===== config.mk =====
export PLATFORM = sky130hd
export DESIGN_NAME = noc_outport_arbiter
export DESIGN_NICKNAME = d
export VERILOG_FILES = /design/src/rtl/noc_outport_arbiter_pkg.sv /design/src/rtl/noc_outport_arbiter_rr_pick.sv /design/src/rtl/noc_outport_arbiter.sv
export SDC_FILE = /design/constraint.sdc
export NUM_CORES = 1
export LEC_CHECK = 0
export BUFFER_PORTS_ARGS = -buffer_cell sky130_fd_sc_hd__buf_2
export CAP_MARGIN = 20
export CORE_ASPECT_RATIO = 0.5
export CORE_MARGIN = 3
export CORE_UTILIZATION = 60
export CTS_BUF_LIST = sky130_fd_sc_hd__clkbuf_16
export DETAILED_ROUTE_END_ITERATION = 10
export GPL_ROUTABILITY_DRIVEN = 0
export PLACE_DENSITY = 0.79
export SLEW_MARGIN = 30
export SYNTH_ARGS = -nofsm -noshare
export SYNTH_HDL_FRONTEND = slang
export SYNTH_SLANG_ARGS = --single-unit

===== constraint.sdc =====
create_clock -name clk -period 5.5 [get_ports clk]
set_input_delay 1.65 -clock clk [delete_from_list [all_inputs] [get_ports clk]]
set_output_delay 1.65 -clock clk [all_outputs]
set_load 0.02 [all_outputs]

===== src/rtl/noc_outport_arbiter_pkg.sv =====
// Types and constants shared by the output-port arbiter and its round-robin picker.
package noc_outport_arbiter_pkg;

  // Number of input ports that compete for one output port.
  localparam int NEXTHOPWIDTH = 5;

  typedef enum logic [1:0] {
    ARB_IDLE  = 2'd0,
    ARB_GRANT = 2'd1,
    ARB_LOCK  = 2'd2
  } arb_state_t;

  // Width of a port index. It never goes below 1 bit, so a single-port build still elaborates.
  function automatic int ptr_width(input int n);
    return (n > 1) ? $clog2(n) : 1;
  endfunction

endpackage


===== src/rtl/noc_outport_arbiter_rr_pick.sv =====
// Round-robin picker. It returns the first requester at or after rr_ptr, wrapping around.
module noc_outport_arbiter_rr_pick
  import noc_outport_arbiter_pkg::*;
#(
  parameter  int NPORT = NEXTHOPWIDTH,
  localparam int PW    = ptr_width(NPORT)
) (
  input  logic [NPORT-1:0] req,
  input  logic [PW-1:0]    rr_ptr,
  output logic [NPORT-1:0] win_onehot,
  output logic [PW-1:0]    win_idx,
  output logic             win_valid
);

  // Walk the ports in priority order starting at rr_ptr. The first request found wins.
  always_comb begin
    int j;
    j          = 0;
    win_onehot = '0;
    win_idx    = '0;
    win_valid  = 1'b0;
    for (int k = 0; k < NPORT; k++) begin
      j = int'(rr_ptr) + k;
      if (j >= NPORT) j = j - NPORT;
      if (!win_valid && req[j]) begin
        win_valid     = 1'b1;
        win_onehot[j] = 1'b1;
        win_idx       = PW'(j);
      end
    end
  end

endmodule


===== src/rtl/noc_outport_arbiter.sv =====
// Output-port arbiter. It grants round-robin, holds the grant from head to tail,
// and has a stall watchdog that frees a lock which has wedged.
//
// state     | meaning
// ----------+------------------------------------------------------------
// ARB_IDLE  | no grant; arbitrate among requesters starting at rr_ptr
// ARB_GRANT | sel driven, no flit of the packet has moved yet
// ARB_LOCK  | head has moved, tail has not; other inputs are ignored
module noc_outport_arbiter
  import noc_outport_arbiter_pkg::*;
#(
  parameter int NPORT   = NEXTHOPWIDTH,
  parameter int TIMEOUT = 1024,
  parameter int TO_W    = 11
) (
  input  logic             clk,
  input  logic             rst,
  input  logic [NPORT-1:0] req,
  input  logic [NPORT-1:0] tail,
  input  logic             oktosend,
  output logic [NPORT-1:0] sel,
  output logic [NPORT-1:0] override_oth,
  output logic [NPORT-1:0] ack,
  output logic             busy,
  output logic             err_timeout
);

  localparam int PW = ptr_width(NPORT);

  arb_state_t       state;
  logic [PW-1:0]    rr_ptr;
  logic [PW-1:0]    owner;
  logic [PW-1:0]    owner_next;
  logic [TO_W-1:0]  wdog;
  logic [NPORT-1:0] pick_onehot;
  logic [PW-1:0]    pick_idx;
  logic             pick_valid;
  logic             xfer;
  logic             xfer_tail;
  logic             owner_req;
  logic             wdog_tc;

  noc_outport_arbiter_rr_pick #(.NPORT(NPORT)) u_rr_pick (
    .req        (req),
    .rr_ptr     (rr_ptr),
    .win_onehot (pick_onehot),
    .win_idx    (pick_idx),
    .win_valid  (pick_valid)
  );

  // Pop strobe and transfer qualifiers. At most one ack bit is set because sel is one-hot.
  always_comb begin
    ack        = sel & req & {NPORT{oktosend}};
    xfer       = |ack;
    xfer_tail  = |(ack & tail);
    owner_req  = |(sel & req);
    owner_next = (int'(owner) == NPORT - 1) ? '0 : owner + PW'(1);
    wdog_tc    = (wdog == TO_W'(TIMEOUT - 1));
  end

  // Arbitration FSM with registered outputs. A tail transfer takes priority over
  // watchdog expiry in the same cycle, so that cycle releases without an error pulse.
  always_ff @(posedge clk) begin
    if (rst) begin
      state        <= ARB_IDLE;
      sel          <= '0;
      override_oth <= '0;
      busy         <= 1'b0;
      err_timeout  <= 1'b0;
      rr_ptr       <= '0;
      owner        <= '0;
      wdog         <= '0;
    end else begin
      err_timeout <= 1'b0;
      unique case (state)
        ARB_IDLE: begin
          wdog <= '0;
          if (pick_valid) begin
            sel   <= pick_onehot;
            owner <= pick_idx;
            state <= ARB_GRANT;
          end
        end
        ARB_GRANT: begin
          if (xfer) begin
            if (xfer_tail) begin
              sel    <= '0;
              rr_ptr <= owner_next;
              state  <= ARB_IDLE;
            end else begin
              override_oth <= sel;
              busy         <= 1'b1;
              wdog         <= '0;
              state        <= ARB_LOCK;
            end
          end else if (!owner_req) begin
            // The requester went away before moving anything, so the pointer does not advance.
            sel   <= '0;
            state <= ARB_IDLE;
          end
        end
        ARB_LOCK: begin
          if (xfer_tail || (!xfer && wdog_tc)) begin
            sel          <= '0;
            override_oth <= '0;
            busy         <= 1'b0;
            rr_ptr       <= owner_next;
            wdog         <= '0;
            err_timeout  <= !xfer;
            state        <= ARB_IDLE;
          end else if (xfer) begin
            wdog <= '0;
          end else begin
            wdog <= wdog + TO_W'(1);
          end
        end
        default: begin
          sel          <= '0;
          override_oth <= '0;
          busy         <= 1'b0;
          wdog         <= '0;
          state        <= ARB_IDLE;
        end
      endcase
    end
  end

endmodule


==> summary.md <==
| Metric | Value |
|---|---|
| Initial DRC Count | around 430 |
| Crit-path cells | buf_4 > inv_1 > ha_1 > ha_1 > o21bai_1 > a21oi_1 > mux2i_1 > a32o_1 > o21ai_2 > nor4bb_4 > a21oi_1 > a2bb2oi_2 > o32ai_1 |
| DRC viols | 0 |
| Area contributors post-synth | dfxtp_1 19%, ha_1 8.6%, nor2_1 4.9%, mux2i_1 4.4%, nand2_1 4.0% |
| Clock buffer count from CTS | 5 |
| Required time worst endpoint | 5.67 ns |
| DR vias | 3360 |
| CTS resizes | 0 |
| Netlist Area Pre-Place | ~3200 µm² |
| HPWL after DPL | between 6000 and 7000 µm |
| Worst-skew pair later-pin latency | about 0.28 ns |
| Area Overhead vs Synth | 9.23% |
| Die X-Extent | approximately 110 µm |
| Status | finished clean |
| Routed Antenna Nets | 0 |
| Die Ht | 57.6 µm |
| Largest net degree at the start of global routing | 31 |
| Total GRT Usage | 0.288 |
| Io pins | 30 |
| Peak Freq | around 240 MHz |
| Ys async rst share | 0 |
| Pwr dens | 205 nW/µm² |
| H-tree depth | 2 |
| #FFs+latches synth | 31 |
| Synth cell types | 78 |
| Gr ovfl total | 0 |
| CP startpoint kind | flop |
| Register-to-Register Path Depth | 13 |
| Hold WC Path Type | reg -> reg |
| Number of synthesized flops with an enable pin | 0 |
| DR pass1 iterations | 6 |
| Slowest-stage cell, CP | ha_1 |
| CTS root buf | clkbuf_16 |
| Initial antenna violation count | 0 |
| Initial Util | 0.637 |
| Yosys top cell by area | dfxtp_1 |
| Crit path arrival time | 4.29 ns |
| Worst-path clk slew | about 0.050 ns |
| Core area | 5020 µm² |
| Final period util | 0.748 |
| Worst vdd ir | slightly above 0.2 mV |
| Post-Synthesis Cells | between 400 and 500 |
| DRT Wirelength | between 8000 and 9000 µm |
| DR vias/cell | ~6.6 |
| Placed Area | between 3000 and 4000 µm² |
| Number of max-cap violations | 0 |
| WS Path Type | reg -> reg |
| Share of the synthesized area in the top cell type | 0.194 |
| # setup viols final | 0 |
| Post-synthesis sequential area ratio | 0.194 |
| Site Rows | 18 |
| Slew @ Worst Pin | ~0.75 ns |
| Mean Syn Cell Area | 7.69 µm² |
| Global-route wire length before repair | roughly 14000 µm |
| Post-Route Setup TNS | 0 ns |
| Crit. End Element | flop |
| Synthesized Nets | ~450 |
| Clock skew | ~0.0056 ns |
| Worst hold stages | 2 |
| IO buf count | 29 |
| Leak pwr | between 1 and 1.5 nW |
| Final Max Tran Viols | 0 |
| Hold-fix buffers, CTS | 0 |
| Max clock buf depth | 2 |
| Cell area after layout | around 3500 µm² |
| Ratio of cells with drive above 1 in the final layout | 0.147 |
| CTS tree | built |
| Fin crit period | slightly above 4 ns |
| Slew Limit Headroom | 0.497 |
| Worst path max stage delay | around 0.65 ns |
| Crit Path Max Fanout | 17 |
| Die ar. | between 6000 and 7000 µm² |
| # Post-CTS Setup Buffers | 0 |
| RSZ-0062 raised after global routing | no |
| CTS Sinks | 31 |
| Inserted Diodes | 0 |
| FILL cells | ~390 |
| Wire length per cell | 17.7 µm |
| Reg2reg setup slack | ~1.4 ns |
| Main flop type after synthesis | dfxtp_1 |
| Syn. warnings | 0 |
| Vias in the first global route | about 3000 |
| Final hold viol count | 0 |
| Final net count | approximately 470 |
[report_power, final]
part | internal, mW | switching (mW)
combinational | 0.0809 | 0.130
sequential | 0.236 | 0.0139
clock | 0.163 | 0.0919
total | 0.479 | 0.236
[worst max-delay path, delay by kind of cell (launching register included)]
family          cells  cell delay [ns]
simple gates        1             0.51
compound gates      7             1.61
fa+ha+maj           2             0.93
mux                 1             0.24
flops               1             0.31
buf+inv             2             0.37
[through the flow]
| stage | utilization | total power, mW | worst slack, ns | hold slack (ns) | std cells |
|---|---|---|---|---|---|
| floorplan | - | 0.409 | 1.74 | 0.454 | 416 |
| global placement | 0.668 | 0.452 | 1.40 | 0.464 | 498 |
| detailed placement | 0.668 | 0.458 | 1.37 | 0.487 | 498 |
| CTS | 0.696 | 0.710 | 1.47 | 0.502 | 506 |
| global route | 0.696 | 0.747 | 1.13 | 0.523 | 506 |
| finish | 0.696 | 0.715 | 1.39 | 0.500 | 506 |
[Yosys cell counts, types with 7 or more instances]
| library cell | instances |
|---|---|
| a21oi_1 | 24 |
| dfxtp_1 | 31 |
| buf_2 | 9 |
| nor4_1 | 9 |
| inv_1 | 22 |
| o21ai_0 | 14 |
| nand3_1 | 15 |
| nand2_1 | 34 |
| and3_1 | 7 |
| o32ai_1 | 7 |
| nor3_1 | 12 |
| mux2i_1 | 14 |
| ha_1 | 22 |
| nand2b_1 | 9 |
| clkbuf_1 | 7 |
| nor2_1 | 42 |
| a22oi_1 | 9 |
| and2_1 | 8 |
[path summary, 6_finish.rpt]
kind / endpoint / start
worst min register to register: override_oth[4] / override_oth[4]
worst max-delay path: sel[2] / rr_ptr[1]
worst min-delay path: override_oth[4] / override_oth[4]
worst max register to register: sel[2] / rr_ptr[1]
[sequential cells by signal, summed over array words and instances, names as in the netlist]
register      flops
err_timeout       1
state             2
busy              1
owner             3
wdog             11
sel               5
override_oth      5
rr_ptr            3
[layer usage]
layer / up-vias / wire [µm] / share of wire / GRT usage
met5: - / 0 / 0 / 0
met4: 0 / 329 / 0.037 / 0.121
met3: 47 / 960 / 0.11 / 0.0634
met2: 214 / 3810 / 0.43 / 0.455
met1: 1524 / 3860 / 0.43 / 0.386
li1: 1575 / - / - / -
[logic make-up (layout without fill, tap and decap cells)]
| family | Yosys count | in the layout | share of synthesized area |
|---|---|---|---|
| compound gates | 120 | 120 | 0.283 |
| xor+xnor | 10 | 10 | 0.0274 |
| fa+ha+maj | 23 | 23 | 0.0923 |
| buf+inv | 42 | 62 | 0.0563 |
| flops | 31 | 31 | 0.194 |
| mux | 18 | 18 | 0.0587 |
| simple gates | 172 | 172 | 0.288 |
[cell type report]
cell class | count | area (µm²) | area share
inverter | 22 | 82.6 | 0.0236
clock buffer | 5 | 125 | 0.0358
timing repair buffer | 32 | 168 | 0.0480
tap | 70 | 87.6 | 0.0251
multi-input combinational | 343 | 2400 | 0.686
clock inverter | 3 | 12.5 | 0.00358
sequential | 31 | 621 | 0.178
[placed cells by master, fill, tap and decap left out, drive strengths merged, types with 8 or more instances in the layout]
cell type,synthesis,routed
a211oi,9,9
a21oi,24,24
a22oi,9,9
and2,8,8
buf,13,32
dfxtp,31,31
ha,22,22
inv,22,24
mux2i,15,15
nand2,34,34
nand2b,9,9
nand3,15,15
nor2,42,42
nor3,13,13
nor4,10,10
o21ai,17,17
Power figures use the tool's default switching activity.
